<file path="src/rtl/config_chain_loader_if.sv">
// config_chain_loader_if: bitstream in, readback out, and the scan-chain pins.
interface config_chain_loader_if #(parameter int WORD_W = 8);
  logic start, s_valid, s_ready, m_valid, m_ready;
  logic chain_si, chain_se, chain_so, chain_cfge, busy, done;
  logic [WORD_W-1:0] s_data, m_data;
  modport master(output start, s_valid, s_data, m_ready, chain_so,
                 input s_ready, m_valid, m_data, chain_si, chain_se, chain_cfge, busy, done);
  modport slave(input start, s_valid, s_data, m_ready, chain_so,
                output s_ready, m_valid, m_data, chain_si, chain_se, chain_cfge, busy, done);
endinterface

</file>
<file path="src/rtl/config_chain_loader.sv">
// config_chain_loader: shifts CHAIN_LEN bitstream bits into a scan chain while
// packing the bits falling off its tail into readback words.
module config_chain_loader #(
  parameter int CHAIN_LEN = 64,
  parameter int WORD_W = 8,
  parameter int CNT_W = 16
) (
  input logic CK,
  input logic RST,
  config_chain_loader_if.slave bus
);
  localparam int BW = $clog2(WORD_W + 1);
  localparam logic [CNT_W-1:0] NWORDS = CNT_W'((CHAIN_LEN + WORD_W - 1) / WORD_W);
  typedef enum logic [1:0] {IDLE, LOAD, FINISH} state_t;
  state_t state_q, state_d;
  logic [CNT_W-1:0] bits_left_q, bits_left_d, words_left_q, words_left_d;
  logic [WORD_W-1:0] word_q, word_d, pack_q, pack_d, m_data_q, m_data_d, packed_w;
  logic [BW-1:0] bit_cnt_q, bit_cnt_d, pack_cnt_q, pack_cnt_d;
  logic m_valid_q, m_valid_d, cfge_q, cfge_d, done_q, done_d;
  logic shift, last, accept, emit, m_hs;
  // a pending unconsumed readback word stalls the chain so no tail bit is lost
  assign shift = state_q == LOAD && bit_cnt_q != '0 && !(m_valid_q && !bus.m_ready);
  assign last = shift && bits_left_q == CNT_W'(1);
  assign bus.s_ready = state_q == LOAD && words_left_q != '0 &&
                       (bit_cnt_q == '0 || (shift && bit_cnt_q == BW'(1)));
  assign accept = bus.s_valid && bus.s_ready;
  assign m_hs = m_valid_q && bus.m_ready;
  assign packed_w = pack_q | (WORD_W'(bus.chain_so) << pack_cnt_q);
  assign emit = shift && (pack_cnt_q == BW'(WORD_W - 1) || last);
  assign bus.chain_se = shift;
  assign bus.chain_si = shift && word_q[0];
  assign bus.m_valid = m_valid_q;
  assign bus.m_data = m_data_q;
  assign bus.chain_cfge = cfge_q;
  assign bus.busy = state_q != IDLE;
  assign bus.done = done_q;
  always_comb begin
    state_d = state_q;
    bits_left_d = bits_left_q;
    words_left_d = words_left_q;
    word_d = word_q;
    bit_cnt_d = bit_cnt_q;
    pack_d = pack_q;
    pack_cnt_d = pack_cnt_q;
    m_valid_d = emit ? 1'b1 : m_hs ? 1'b0 : m_valid_q;
    m_data_d = emit ? packed_w : m_data_q;
    cfge_d = cfge_q;
    done_d = 1'b0;
    case (state_q)
      IDLE: if (bus.start) begin
        state_d = LOAD;
        bits_left_d = CNT_W'(CHAIN_LEN);
        words_left_d = NWORDS;
        bit_cnt_d = '0;
        pack_d = '0;
        pack_cnt_d = '0;
        cfge_d = 1'b0;
      end
      LOAD: begin
        if (shift) begin
          word_d = word_q >> 1;
          bit_cnt_d = last ? '0 : bit_cnt_q - BW'(1);
          bits_left_d = bits_left_q - CNT_W'(1);
          pack_d = emit ? '0 : packed_w;
          pack_cnt_d = emit ? '0 : pack_cnt_q + BW'(1);
          state_d = last ? FINISH : LOAD;
        end
        if (accept) begin
          word_d = bus.s_data;
          bit_cnt_d = BW'(WORD_W);
          words_left_d = words_left_q - CNT_W'(1);
        end
      end
      FINISH: if (!m_valid_q || bus.m_ready) begin
        state_d = IDLE;
        cfge_d = 1'b1;
        done_d = 1'b1;
      end
      default: state_d = IDLE;
    endcase
  end
  always_ff @(posedge CK or posedge RST) begin
    if (RST) begin
      state_q <= IDLE;
      bits_left_q <= '0;
      words_left_q <= '0;
      word_q <= '0;
      bit_cnt_q <= '0;
      pack_q <= '0;
      pack_cnt_q <= '0;
      m_valid_q <= 1'b0;
      m_data_q <= '0;
      cfge_q <= 1'b0;
      done_q <= 1'b0;
    end else begin
      state_q <= state_d;
      bits_left_q <= bits_left_d;
      words_left_q <= words_left_d;
      word_q <= word_d;
      bit_cnt_q <= bit_cnt_d;
      pack_q <= pack_d;
      pack_cnt_q <= pack_cnt_d;
      m_valid_q <= m_valid_d;
      m_data_q <= m_data_d;
      cfge_q <= cfge_d;
      done_q <= done_d;
    end
  end
endmodule

</file>
<file path="src/flat_wrapper.sv">
// flat-port wrapper written by rule: the top's interface ports become plain ports
module config_chain_loader_flat 
#(
  parameter int CHAIN_LEN = 64,
  parameter int WORD_W = 8,
  parameter int CNT_W = 16
)
  (CK, RST, bus_start, bus_s_valid, bus_s_data, bus_m_ready, bus_chain_so, bus_s_ready, bus_m_valid, bus_m_data, bus_chain_si, bus_chain_se, bus_chain_cfge, bus_busy, bus_done);
  config_chain_loader_if #(.WORD_W(WORD_W)) bus_i ();
  input logic CK;
  input logic RST;
  input wire logic [$bits(bus_i.start)-1:0] bus_start;
  input wire logic [$bits(bus_i.s_valid)-1:0] bus_s_valid;
  input wire logic [$bits(bus_i.s_data)-1:0] bus_s_data;
  input wire logic [$bits(bus_i.m_ready)-1:0] bus_m_ready;
  input wire logic [$bits(bus_i.chain_so)-1:0] bus_chain_so;
  output wire logic [$bits(bus_i.s_ready)-1:0] bus_s_ready;
  output wire logic [$bits(bus_i.m_valid)-1:0] bus_m_valid;
  output wire logic [$bits(bus_i.m_data)-1:0] bus_m_data;
  output wire logic [$bits(bus_i.chain_si)-1:0] bus_chain_si;
  output wire logic [$bits(bus_i.chain_se)-1:0] bus_chain_se;
  output wire logic [$bits(bus_i.chain_cfge)-1:0] bus_chain_cfge;
  output wire logic [$bits(bus_i.busy)-1:0] bus_busy;
  output wire logic [$bits(bus_i.done)-1:0] bus_done;
  assign bus_i.start = bus_start;
  assign bus_i.s_valid = bus_s_valid;
  assign bus_i.s_data = bus_s_data;
  assign bus_i.m_ready = bus_m_ready;
  assign bus_i.chain_so = bus_chain_so;
  assign bus_s_ready = bus_i.s_ready;
  assign bus_m_valid = bus_i.m_valid;
  assign bus_m_data = bus_i.m_data;
  assign bus_chain_si = bus_i.chain_si;
  assign bus_chain_se = bus_i.chain_se;
  assign bus_chain_cfge = bus_i.chain_cfge;
  assign bus_busy = bus_i.busy;
  assign bus_done = bus_i.done;
  config_chain_loader #(.CHAIN_LEN(CHAIN_LEN), .WORD_W(WORD_W), .CNT_W(CNT_W)) u_core (.CK(CK), .RST(RST), .bus(bus_i));
endmodule
</file>
<file path="config.mk">
export PLATFORM = sky130hd
export DESIGN_NAME = config_chain_loader_flat
export DESIGN_NICKNAME = d
export VERILOG_FILES = /design/src/rtl/config_chain_loader_if.sv /design/src/rtl/config_chain_loader.sv /design/src/flat_wrapper.sv
export SDC_FILE = /design/constraint.sdc
export NUM_CORES = 1
export LEC_CHECK = 0
export BUFFER_PORTS_ARGS = -buffer_cell sky130_fd_sc_hd__buf_2
export CAP_MARGIN = 15
export CORE_MARGIN = 5
export CORE_UTILIZATION = 45
export CTS_BUF_LIST = sky130_fd_sc_hd__clkbuf_8 sky130_fd_sc_hd__clkbuf_16
export CTS_CLUSTER_SIZE = 40
export DETAILED_ROUTE_END_ITERATION = 10
export GPL_ROUTABILITY_DRIVEN = 0
export RECOVER_POWER = 50
export SETUP_SLACK_MARGIN = 0.5
export SLEW_MARGIN = 10
export SYNTH_ARGS = -nofsm -noshare
export SYNTH_HDL_FRONTEND = slang
export SYNTH_SLANG_ARGS = --single-unit
</file>
<file path="constraint.sdc">
create_clock -name CK -period 2.6 [get_ports CK]
set_clock_uncertainty 0.05 [all_clocks]
set_input_delay 0.65 -clock CK [delete_from_list [all_inputs] [get_ports CK]]
set_output_delay 0.65 -clock CK [all_outputs]
set_load 0.05 [all_outputs]
</file>
==> impl_results.md <==
* Outcome: finished with violations
* Failing checks: capacitance limit, slew limit, setup timing
* Die X at between 90 and 100 um
* Clock Tree Buf Depth at 2
* Post-synth EDFFs at 0
* CTS Sinks at 69
* NumNets Final at about 480
* Buf+Inv Stages, Crit Path at 2
* Total CTS buffers at 9
* R2R setup slack at 0.17 ns
* Multi-input gate area at 2150 um2
* Crit-path leading delay family: simple AND/OR/NAND/NOR gates
* Synth Register Bits at between 60 and 70
* Via/cell ratio at approximately 5.6
* Final Cell Area at 5110 um2
* Antenna violations before repair at 0
* Hpwl dp at 5.28 mm
* Overflow after GRT at 0
* Synthesized Nets at 391
* Most used DFF post-synth: dfrtp_1
* Place WS at ~0.16 ns
* Slew @ Worst Pin at 1.73 ns
* Final critical-path share of the clock period at 104%
* Hold_buf cts at 0
* Num ports at 29
* Worst-path clk slew at 0.08 ns
* Area after DPL at 4020 um2
* HP Class: flip-flop to flip-flop
* YS warnings at 0
* Final Critical Period at 2.72 ns
* Clock power share at 13.0%
* Ant diodes at 0
* Leak Pwr at 2.27 nW
* Vias in the first global route at 3251
* Wire length per cell at roughly 17 um
* Reg area at 1730 um2
* Gate Count Post-Synth at 370
* Hold path start: u_core.bus.chain_cfge
* Post-route ant nets at 0
* Final WL at 9.32 mm
* Yosys cell types at 52
* RR Startpoint: u_core.bits_left_q[1]
* Max Fanout on Critical Path at 2
* Via count at 3114
* Initial Util at 46.0%
* CP Class: flip-flop to output port
* Hold endpoint: u_core.bus.chain_cfge
* Final Non-Filler Cells at roughly 560
* Max Clock Freq at 0.368 GHz
* Worst EP required at between 1.5 and 2 ns
* Layout area overhead at 44.7%
* Max-slew violation count at 70
* H-tree levels at 3
* Layout cells sized above 1 at 42.9%
* DRT Pass-1 Iters at 5
* Final hold vios at 0
* Crit-path slowest cell: or4b_4
* Reg2Reg Depth at 9
* DR iter-0 viols at 105
* Hold depth at 1
* Post-route worst setup slack at -0.117 ns
* Fillers at 581
* Crit-path cells: inv_2 -> ha_4 -> or4b_4 -> nor4_4 -> nor3_4 -> buf_6
* Die area at about 10000 um2
* Critical R2R Capture: u_core.bus.m_data[6]
* Clk_lat worst skew at 0.36 ns
* First-pass GRT wire length at 15.4 mm
* Core Area at around 7700 um2
* Rel. slew slack at -15.1%
* Startpoint Class: flip-flop
* P_int at 4.27 mW
* Critical path arrival at 2.02 ns
* Post-synth ARST share at 100%
* Final core occ at between 60 and 70%
* CP peak stage delay at 0.48 ns
* # rows at 32
* Global-route usage over all layers at 19.2%
* Post-Syn Area at 3530 um2
* Root buffer cell: clkbuf_8
* Combinational group share of total power at 61.7%
* Mean Syn Cell Area at between 9 and 10 um2
* Peak VDD IR at 719 uV
* Seq/Total Area, Yosys at 48.9%
* RSZ-0062 raised after global routing: yes
* Crit path from: u_core.words_left_q[0]
* Placed cells at slightly above 500
* Largest net degree at the start of global routing at 70
* Final setup violating endpoints at 1
* Max cap viols at 1
* DRC at 0
* Sequential share of power at 25.3%
* PortBufs at 28
* Psw at ~3.5 mW
* CTS tree: done
* Sw Ratio at 45.0%
* CP Capture Type: output port
* Chip Height at 98.6 um
* Power per cell area at between 1500 and 2000 nW/um2
synth_stat cells, types with 2 or more instances:
cell,instances,area (um2)
xor2_1,9,78.8
nor3_1,14,70.1
buf_2,4,20.0
o31ai_1,5,37.5
o21ai_0,25,125
dfrtp_1,69,1730
and3_1,3,18.8
a21oi_2,2,17.5
or3_1,7,43.8
inv_1,16,60.1
mux2i_1,17,170
mux2_2,5,56.3
or4_1,6,45.0
nor3b_1,4,30.0
nor4_1,6,37.5
a31oi_1,7,43.8
a32o_1,2,20.0
nand2b_1,2,12.5
a21o_1,4,30.0
nand4_1,8,50.1
nor2_1,40,150
xnor2_1,2,17.5
or2_2,2,12.5
o2bb2ai_1,2,17.5
a21oi_1,16,80.1
a22o_1,4,35.0
nand2_1,37,139
ha_1,7,87.6
o22ai_1,2,12.5
clkbuf_1,11,41.3
nand3_1,8,40.0
nor2b_1,4,25.0
state kept, by name (all words and copies together) (netlist names):
signal / flops
u_core.bits_left_q: 16
u_core.words_left_q: 16
u_core.bus.m_data: 8
u_core.pack_q: 8
u_core.word_q: 8
u_core.bit_cnt_q: 4
u_core.pack_cnt_q: 4
u_core.state_q: 2
u_core.bus.chain_cfge: 1
u_core.bus.done: 1
u_core.bus.m_valid: 1
kinds of logic after synthesis:
group	after synthesis	share of synthesized area, %
xor gates and xnor gates	11	2.73
and+or+nand+nor	150	21.5
AOI/OAI and AO/OA	76	13.7
muxes	23	6.73
buffers and inverters	34	3.97
adders and majority gates	7	2.48
DFF	69	48.9
timing repair:
action | in CTS | in global routing
setup endpoints to repair | 56 | 58
cloned | 3 | 0
resized for setup | 94 | 42
pin swaps | 18 | 28
buffers inserted | 28 | 10
worst max path at each step:
stage	to	slack [ns]	depth (start not counted)
finish	bus_s_ready	-0.12	6
global route	bus_s_ready	-0.20	6
CTS	bus_s_ready	-0.13	6
detailed placement	bus_s_ready	0.16	4
global placement	bus_s_ready	0.18	4
floorplan	bus_chain_si	0.18	8
worst reg2reg max path: stages (launching register included):
cell and delay (ns):
dfrtp_1 0.40, inv_2 0.08, ha_4 0.12, or4b_4 0.45, or4_4 0.59, a21oi_4 0.27
buf_6 0.14, buf_8 0.13, nor2_4 0.04, a21oi_2 0.09
power by group through the flow:
stage / Clock [mW] / Sequential [mW] / Combinational [mW]
finish: 1.01 / 1.97 / 4.80
global route: 1.08 / 2.03 / 5.15
CTS: 1.03 / 1.93 / 4.11
detailed placement: 0 / 1.94 / 3.23
global placement: 0 / 1.93 / 3.18
floorplan: 0 / 2.11 / 2.34
per-stage QoR:
step | setup TNS (ns) | power [mW] | hold slack (ns)
6_report | -0.117 | 7.78 | 0.436
5_1_grt | -0.205 | 8.26 | 0.447
4_1_cts | -0.133 | 7.07 | 0.350
3_5_place_dp | 0 | 5.17 | 0.420
3_3_place_gp | 0 | 5.11 | 0.413
2_1_floorplan | 0 | 4.46 | 0.398
placed cells by master (no fill, tap or decap), drive strengths merged, types with 3 or more instances in the layout:
| master | count |
|---|---|
| nor2 | 40 |
| clkbuf | 17 |
| dfrtp | 69 |
| or4 | 7 |
| a22o | 4 |
| or3 | 7 |
| clkinvlp | 3 |
| nand4 | 8 |
| a31oi | 7 |
| nor2b | 4 |
| ha | 7 |
| nor3b | 4 |
| nand2 | 37 |
| a21oi | 19 |
| o31ai | 6 |
| and3 | 3 |
| nor3 | 14 |
| a21o | 4 |
| o21ai | 26 |
| xor2 | 9 |
| mux2i | 17 |
| inv | 17 |
| mux2 | 6 |
| nand3 | 8 |
| buf | 83 |
| nor4 | 7 |
per-layer routing:
metal	track usage (%)	vias to the layer above	wire, um
li1	-	1496	-
met1	25.8	1550	4330
met2	31.1	54	4530
met3	4.46	14	318
met4	5.57	0	139
met5	0	-	0
area by class of cell:
| class | instances | share of cell area [%] |
|---|---|---|
| clock inverter | 6 | 1.71 |
| sequential | 69 | 33.9 |
| clock buffer | 10 | 2.69 |
| multi-input combinational | 267 | 42.2 |
| timing repair buffer | 90 | 15.7 |
| inverter | 17 | 1.37 |
| tap | 102 | 2.50 |
(Power assumes the default switching activity.)
